--- src/rtl/mct_rd_pkg.sv ---
// Shared FSM state type and derived-constant helpers for the read-burst scheduler.
package mct_rd_pkg;

    typedef enum logic [1:0] {
        ST_IDLE,
        ST_ISSUE,
        ST_DRAIN,
        ST_DONE
    } state_t;

    // Byte distance between consecutive burst start addresses.
    function automatic int unsigned burst_stride(input int unsigned max_burst,
                                                 input int unsigned bytes_per_beat);
        return max_burst * bytes_per_beat;
    endfunction

    function automatic int unsigned log2_burst(input int unsigned max_burst);
        return $clog2(max_burst);
    endfunction

    // Wide enough to hold max_out itself, not just max_out-1.
    function automatic int unsigned outstanding_width(input int unsigned max_out);
        return $clog2(max_out + 1);
    endfunction

endpackage

--- src/rtl/mct_counter.sv ---
// Loadable up/down counter that saturates at zero, with a registered zero flag.
module mct_counter #(
    parameter int unsigned W = 8
) (
    input  logic         clk,
    input  logic         rst,
    input  logic         clken,
    input  logic         load,
    input  logic [W-1:0] load_val,
    input  logic         incr,
    input  logic         decr,
    output logic [W-1:0] count,
    output logic         is_zero
);

    logic [W-1:0] count_next;

    // Simultaneous incr and decr cancel; decr at zero holds at zero.
    always_comb begin
        count_next = count;
        if (load) begin
            count_next = load_val;
        end else if (incr && !decr) begin
            count_next = count + W'(1);
        end else if (decr && !incr && (count != '0)) begin
            count_next = count - W'(1);
        end
    end

    always_ff @(posedge clk) begin
        if (rst) begin
            count   <= '0;
            is_zero <= 1'b1;
        end else if (clken) begin
            count   <= count_next;
            is_zero <= (count_next == '0);
        end
    end

endmodule

--- src/rtl/mct_rd_scheduler.sv ---
// Splits a beat-count read request into aligned AR bursts, bounding bursts in flight.
module mct_rd_scheduler
    import mct_rd_pkg::*;
#(
    parameter int unsigned C_ADDR_WIDTH      = 64,
    parameter int unsigned C_XFER_WIDTH      = 32,
    parameter int unsigned C_BYTES_PER_BEAT  = 64,
    parameter int unsigned C_MAX_BURST       = 64,
    parameter int unsigned C_MAX_OUTSTANDING = 16
) (
    input  logic                    clk,
    input  logic                    rst,
    input  logic                    ctrl_start,
    input  logic [C_ADDR_WIDTH-1:0] ctrl_addr,
    input  logic [C_XFER_WIDTH-1:0] ctrl_num_beats,
    output logic                    ctrl_busy,
    output logic                    ctrl_done,
    output logic                    ctrl_err,
    output logic                    ar_valid,
    input  logic                    ar_ready,
    output logic [C_ADDR_WIDTH-1:0] ar_addr,
    output logic [7:0]              ar_len,
    input  logic                    burst_done
);

    localparam int unsigned LOG2_BURST = log2_burst(C_MAX_BURST);
    localparam int unsigned OUT_W      = outstanding_width(C_MAX_OUTSTANDING);
    localparam int unsigned REM_W      = C_XFER_WIDTH - LOG2_BURST + 1;
    localparam int unsigned STRIDE     = burst_stride(C_MAX_BURST, C_BYTES_PER_BEAT);

    state_t                  state;
    logic [7:0]              last_len;
    logic                    hs;
    logic                    start_acc;
    logic [C_XFER_WIDTH-1:0] rem_beats;
    logic [REM_W-1:0]        num_bursts;
    logic [7:0]              start_len;
    logic [REM_W-1:0]        rem_count;
    logic                    rem_is_zero;
    logic [REM_W-1:0]        rem_after;
    logic [OUT_W-1:0]        out_count;
    logic                    out_is_zero;
    logic [OUT_W-1:0]        out_after;
    logic                    issue_more;

    assign hs        = ar_valid & ar_ready;
    assign start_acc = ctrl_start & (state == ST_IDLE);

    mct_counter #(.W(REM_W)) u_rem_cnt (
        .clk      (clk),
        .rst      (rst),
        .clken    (1'b1),
        .load     (start_acc),
        .load_val (num_bursts),
        .incr     (1'b0),
        .decr     (hs),
        .count    (rem_count),
        .is_zero  (rem_is_zero)
    );

    mct_counter #(.W(OUT_W)) u_out_cnt (
        .clk      (clk),
        .rst      (rst),
        .clken    (1'b1),
        .load     (1'b0),
        .load_val ('0),
        .incr     (hs),
        .decr     (burst_done),
        .count    (out_count),
        .is_zero  (out_is_zero)
    );

    // Request geometry and the post-cycle view of both counters for the next ar_valid.
    always_comb begin
        rem_beats  = ctrl_num_beats & C_XFER_WIDTH'(C_MAX_BURST - 1);
        num_bursts = REM_W'(ctrl_num_beats >> LOG2_BURST) + REM_W'(rem_beats != '0);
        start_len  = (rem_beats == '0) ? 8'(C_MAX_BURST - 1)
                                       : 8'(rem_beats - C_XFER_WIDTH'(1));
        rem_after  = rem_count - REM_W'(hs);
        out_after  = out_count;
        case ({hs, burst_done})
            2'b10:   out_after = out_count + OUT_W'(1);
            2'b01:   out_after = out_is_zero ? out_count : out_count - OUT_W'(1);
            default: out_after = out_count;
        endcase
        issue_more = (rem_after != '0) && (out_after < OUT_W'(C_MAX_OUTSTANDING));
    end

    always_ff @(posedge clk) begin
        if (rst) begin
            state     <= ST_IDLE;
            ar_valid  <= 1'b0;
            ar_addr   <= '0;
            ar_len    <= '0;
            last_len  <= '0;
            ctrl_busy <= 1'b0;
            ctrl_done <= 1'b0;
            ctrl_err  <= 1'b0;
        end else begin
            ctrl_done <= 1'b0;
            ctrl_err  <= (ctrl_err & ~start_acc) | (burst_done & out_is_zero);
            case (state)
                ST_IDLE: begin
                    if (ctrl_start) begin
                        ar_addr  <= ctrl_addr;
                        last_len <= start_len;
                        ar_len   <= (num_bursts == REM_W'(1)) ? start_len : 8'(C_MAX_BURST - 1);
                        if (ctrl_num_beats == '0) begin
                            state <= ST_DONE;
                        end else begin
                            state     <= ST_ISSUE;
                            ar_valid  <= 1'b1;
                            ctrl_busy <= 1'b1;
                        end
                    end
                end
                ST_ISSUE: begin
                    if (hs) begin
                        ar_addr <= ar_addr + C_ADDR_WIDTH'(STRIDE);
                        ar_len  <= (rem_after == REM_W'(1)) ? last_len : 8'(C_MAX_BURST - 1);
                    end
                    if (!ar_valid || hs) begin
                        ar_valid <= issue_more;
                    end
                    if (rem_is_zero) begin
                        state <= ST_DRAIN;
                    end
                end
                ST_DRAIN: begin
                    if (out_is_zero) begin
                        state     <= ST_DONE;
                        ctrl_busy <= 1'b0;
                    end
                end
                ST_DONE: begin
                    ctrl_done <= 1'b1;
                    state     <= ST_IDLE;
                end
                default: state <= ST_IDLE;
            endcase
        end
    end

endmodule

--- config.mk ---
export PLATFORM = sky130hd
export DESIGN_NAME = mct_rd_scheduler
export DESIGN_NICKNAME = d
export VERILOG_FILES = /design/src/rtl/mct_rd_pkg.sv /design/src/rtl/mct_counter.sv /design/src/rtl/mct_rd_scheduler.sv
export SDC_FILE = /design/constraint.sdc
export NUM_CORES = 1
export LEC_CHECK = 0
export BUFFER_PORTS_ARGS = -buffer_cell sky130_fd_sc_hd__buf_2
export CORE_MARGIN = 2
export CORE_UTILIZATION = 56
export DETAILED_ROUTE_END_ITERATION = 8
export PLACE_DENSITY = 0.82
export SLEW_MARGIN = 10
export SYNTH_ARGS = -nofsm -noshare
export SYNTH_HDL_FRONTEND = slang
export SYNTH_SLANG_ARGS = --single-unit
export TNS_END_PERCENT = 50
--- constraint.sdc ---
create_clock -name clk -period 3.9 [get_ports clk]
set_input_delay 0.39 -clock clk [delete_from_list [all_inputs] [get_ports clk]]
set_output_delay 0.39 -clock clk [all_outputs]
set_load 0.03 [all_outputs]
==> out/summary.md <==
The area occupied by multi-input gates came out at 0.00529 sq mm. The logs give 90 for the pin count of the biggest net entering global routing and 0 ns for the sum of negative setup slack. For this run, design rule violations remaining after detail routing come to 0. The reg-to-reg setup timing slack is 0.29 ns, and the worst-case setup slack after placement is 0.223 ns. The path with the worst hold slack has its endpoint at ar_addr[0]$_SDFFE_PP0P_.

For this design the static power due to leakage is 3.80 nW. For the die area, the log shows 0.0154 sq mm. The filler cells instantiated in the layout total 1222.

The total wire length after detailed routing came out at 24.8 mm. After synthesis, flip-flops and latches occupy 29.3% of the total area. For the H-tree depth, the log shows 4. In this run the worst hold path is classified as primary input to register. The width of the die is 124 microns, and the worst setup slack after layout is 0.288 ns. The power density over cell area works out to 810 mW/mm^2. The number of global-route vias before repair is 7836, and the critical path buffer and inverter count is 0. The tools report the type of origin of the critical path as a register.

The sequential cells in the finished layout cover a total of 0.00236 sq mm. TritonCTS built the clock tree. The proportion of layout cells with a drive suffix above 1 came out at 19.6%. The area share of the leading cell type in the synthesized netlist works out to 29.3%. In the layout the commonest cells are sky130_fd_sc_hd__buf_2, sky130_fd_sc_hd__nand2_1, sky130_fd_sc_hd__nor2_1. The total number of yosys warnings is 0, and the mean instance size in the synthesized netlist is 7.25 sq um. The tools report the net count of the finished layout as 1360. Across the VDD grid, the largest voltage drop is 0.580 mV.

In this run the most critical hold path is launched from ctrl_addr[0]. The detailed router finished its first iteration with 1024 violations. The number of primary I/O pins was 177; the signal arrival time at the worst endpoint was 3.96 ns. Port buffer count: 176. For this run, the total global-route usage over all layers was measured as 31.9%. Clock tree root buffer cell: sky130_fd_sc_hd__clkbuf_16. The number of flops mapped to enable cells by yosys works out to 0. The tools report the launch point of the worst reg-to-reg path as ar_valid$_SDFFE_PP0P_. The prevailing post-synth register cell was sky130_fd_sc_hd__dfxtp_1. Setup violations remaining at the end of the flow were counted as 0. Along the worst hold path, the cell count comes to 3. The number of endpoints with negative hold slack in the final report was 0; the overflow left after global routing was 0. The post-synthesis instance total is 1112. The first global-routing pass estimated 39.0 mm of wire. Derived from the worst setup path, the maximum achievable clock frequency is 0.277 GHz.

For the pin with the worst max-slew slack, the measured transition is 0.906 ns. Yosys attributes the largest share of cell area to sky130_fd_sc_hd__dfxtp_1, sky130_fd_sc_hd__nand2_1, sky130_fd_sc_hd__nor2_1. The clock reaches the later pin of the worst-skew pair after 0.43 ns. Counting every net in the synthesized netlist gives 1229. The buffer levels on the longest clock path was 2.

Hold is met by 0.196 ns. The logs give 0 for the post-route antenna net violation count and 67 for the count of different cell masters after synthesis. After detailed routing, the average wire length per cell comes to 17.3 microns. For this block, the via count after detailed routing is 8938. The max-slew violation count came out at 0. The critical path goes through and2_0 -> ha_1 -> or3b_2 -> or2_2 -> nor4_1 -> xor2_1 -> nor3_1 -> nand4b_1 -> or4_1 -> a21oi_1. The number of antenna violations at the first check in global routing was 0; the clock-pin transition on the worst setup and hold timing paths was 0.06 ns. In this run, CTS created clock tree buffers numbering 17. The initial utilization of the core area, before any placement, comes to 57.7%. The worst path needs 3.61 ns of the cycle, external delays included. The vias per cell works out to 6.22.

In the synthesized netlist the async set-or-reset flop fraction comes to 0%. Among all stages on the critical path, the largest delay is contributed by sky130_fd_sc_hd__or4_1. The area added between synthesis and finish is 18.6%.

The total of max-cap violations came out at 0. The remaining max-slew budget at the tightest pin is 39.4%, and the largest stage delay on the critical path is 0.65 ns. The worst endpoint required time was 4.25 ns; the number of hold buffers added after cts was 0. The biggest area consumer among synthesized cells was sky130_fd_sc_hd__dfxtp_1. Routability-driven placement finished with a final weighted congestion of 0.998. Critical setup path kind: register to register.

The library cell used most frequently in the layout, excluding fill and tap cells, is sky130_fd_sc_hd__buf_2. The run gives 0.00862 ns as the setup clock skew after layout. The logs give 0.0140 sq mm for the core region area and 0 for the number of instances resized during post-cts repair. The final critical path takes up 92.6% of the cycle. In this run the vertical extent of the chip is 124 microns.

After floorplanning, the core was divided into 43 placement rows. Of all nets on the critical path, the largest fanout is 8. The family with the most delay on the worst path is simple AND/OR/NAND/NOR gates.

Power comes to 7.75 mW. 0 antenna diodes ended up in the layout. The flip-flop and latch count after synthesis works out to 118.

Setup repair after global routing left no endpoint under its margin. The worst setup path is captured at a register. Buffers added to address setup during post-CTS repair amount to 0. The endpoint identified for the worst register-to-register timing path is ar_len[6]$_SDFFE_PP0P_. The detailed-routing iteration count for the pre-antenna-repair pass is 6. The flow ran to the end, and the final reports show no timing, DRC or antenna violations.

The cell area after synthesis was 0.00807 sq mm. The number of cells on the worst reg-to-reg path is 10. The HPWL reported at the end of detailed placement is 17.5 mm. The clock net in this run drives a total of 118 sinks.
==> final cells by class <==
cell class	count	area share (%)
tap	180	2.35
timing repair buffer	189	10.6
sequential	118	24.7
multi-input combinational	886	55.3
clock buffer	17	4.45
inverter	31	1.22
clock inverter	15	1.31
==> metrics by stage <==
stage / util [%] / cells / cell area (sq um)
final: 68.4 / 1436 / 9560
after floorplan: - / 1112 / 8070
after CTS: 68.4 / 1436 / 9560
after global placement: 64.4 / 1404 / 9010
after global routing: 68.4 / 1436 / 9560
after detailed placement: 64.4 / 1404 / 9010
==> worst min-delay path, cell delays in order <==
cell	delay, ns
sky130_fd_sc_hd__buf_2	0.09
sky130_fd_sc_hd__nand2_1	0.04
sky130_fd_sc_hd__a21oi_1	0.05
==> worst max-delay path by stage <==
stage,from,to,slack [ns],cells after the start
4_1_cts,ar_valid$_SDFFE_PP0P_,ar_len[6]$_SDFFE_PP0P_,0.38,10
3_5_place_dp,ctrl_num_beats[0],u_rem_cnt.is_zero$_SDFF_PP1_,0.22,16
5_1_grt,ar_valid$_SDFFE_PP0P_,ar_len[6]$_SDFFE_PP0P_,0.04,10
3_3_place_gp,ctrl_num_beats[0],ar_len[2]$_SDFFE_PP0P_,0.38,16
2_1_floorplan,ar_valid$_SDFFE_PP0P_,ar_len[6]$_SDFFE_PP0P_,0.69,11
6_report,ar_valid$_SDFFE_PP0P_,ar_len[6]$_SDFFE_PP0P_,0.29,10
==> Yosys cell counts, types with 9 or more instances <==
| cell | count |
|---|---|
| sky130_fd_sc_hd__inv_1 | 30 |
| sky130_fd_sc_hd__nor2_1 | 121 |
| sky130_fd_sc_hd__nand4_1 | 34 |
| sky130_fd_sc_hd__a22oi_1 | 12 |
| sky130_fd_sc_hd__a211oi_1 | 25 |
| sky130_fd_sc_hd__clkbuf_1 | 58 |
| sky130_fd_sc_hd__a31oi_1 | 9 |
| sky130_fd_sc_hd__or4_1 | 11 |
| sky130_fd_sc_hd__nand2_1 | 124 |
| sky130_fd_sc_hd__o21ai_0 | 59 |
| sky130_fd_sc_hd__or3_1 | 18 |
| sky130_fd_sc_hd__nor4_1 | 32 |
| sky130_fd_sc_hd__mux2i_1 | 15 |
| sky130_fd_sc_hd__and4_1 | 10 |
| sky130_fd_sc_hd__buf_1 | 11 |
| sky130_fd_sc_hd__a21oi_1 | 86 |
| sky130_fd_sc_hd__xnor2_1 | 27 |
| sky130_fd_sc_hd__o22ai_1 | 11 |
| sky130_fd_sc_hd__dfxtp_1 | 118 |
| sky130_fd_sc_hd__nand3_1 | 54 |
| sky130_fd_sc_hd__and3_1 | 14 |
| sky130_fd_sc_hd__xor2_1 | 29 |
| sky130_fd_sc_hd__ha_1 | 16 |
| sky130_fd_sc_hd__nor3_1 | 51 |
| sky130_fd_sc_hd__nor2b_1 | 29 |
==> registers in the layout, summed over array words and instances (netlist names) <==
| register | cells |
|---|---|
| ar_addr | 64 |
| u_rem_cnt.count | 27 |
| ar_len | 7 |
| last_len | 7 |
| u_out_cnt.count | 5 |
| state | 2 |
| ar_valid | 1 |
| ctrl_busy | 1 |
| ctrl_done | 1 |
| ctrl_err | 1 |
| u_out_cnt.is_zero | 1 |
| u_rem_cnt.is_zero | 1 |
==> layer usage <==
layer / routed length [microns] / GRT usage, %
met5: 0 / 0
met4: 636 / 11.4
met3: 2310 / 6.68
met2: 11000 / 48.5
met1: 10900 / 44.5
==> logic make-up (layout without fill, tap and decap cells) <==
group | count (synthesis) | after routing | synth area share, %
multiplexers | 16 | 16 | 2.00
AND/OR/NAND/NOR | 540 | 540 | 34.9
buffers and inverters | 108 | 252 | 5.40
adder cells (fa/ha/maj) | 16 | 16 | 2.48
XOR/XNOR | 56 | 56 | 6.08
flip-flops | 118 | 118 | 29.3
AO/OA/AOI/OAI | 258 | 258 | 19.9
==> power by group <==
group | switching, mW | total (mW) | leakage, nW | internal, mW
sequential | 0.591 | 2.23 | 0.970 | 1.64
clock | 0.644 | 1.47 | 0.270 | 0.826
combinational | 2.62 | 4.05 | 2.56 | 1.43
Note: power is estimated with default switching activity, not from simulation.
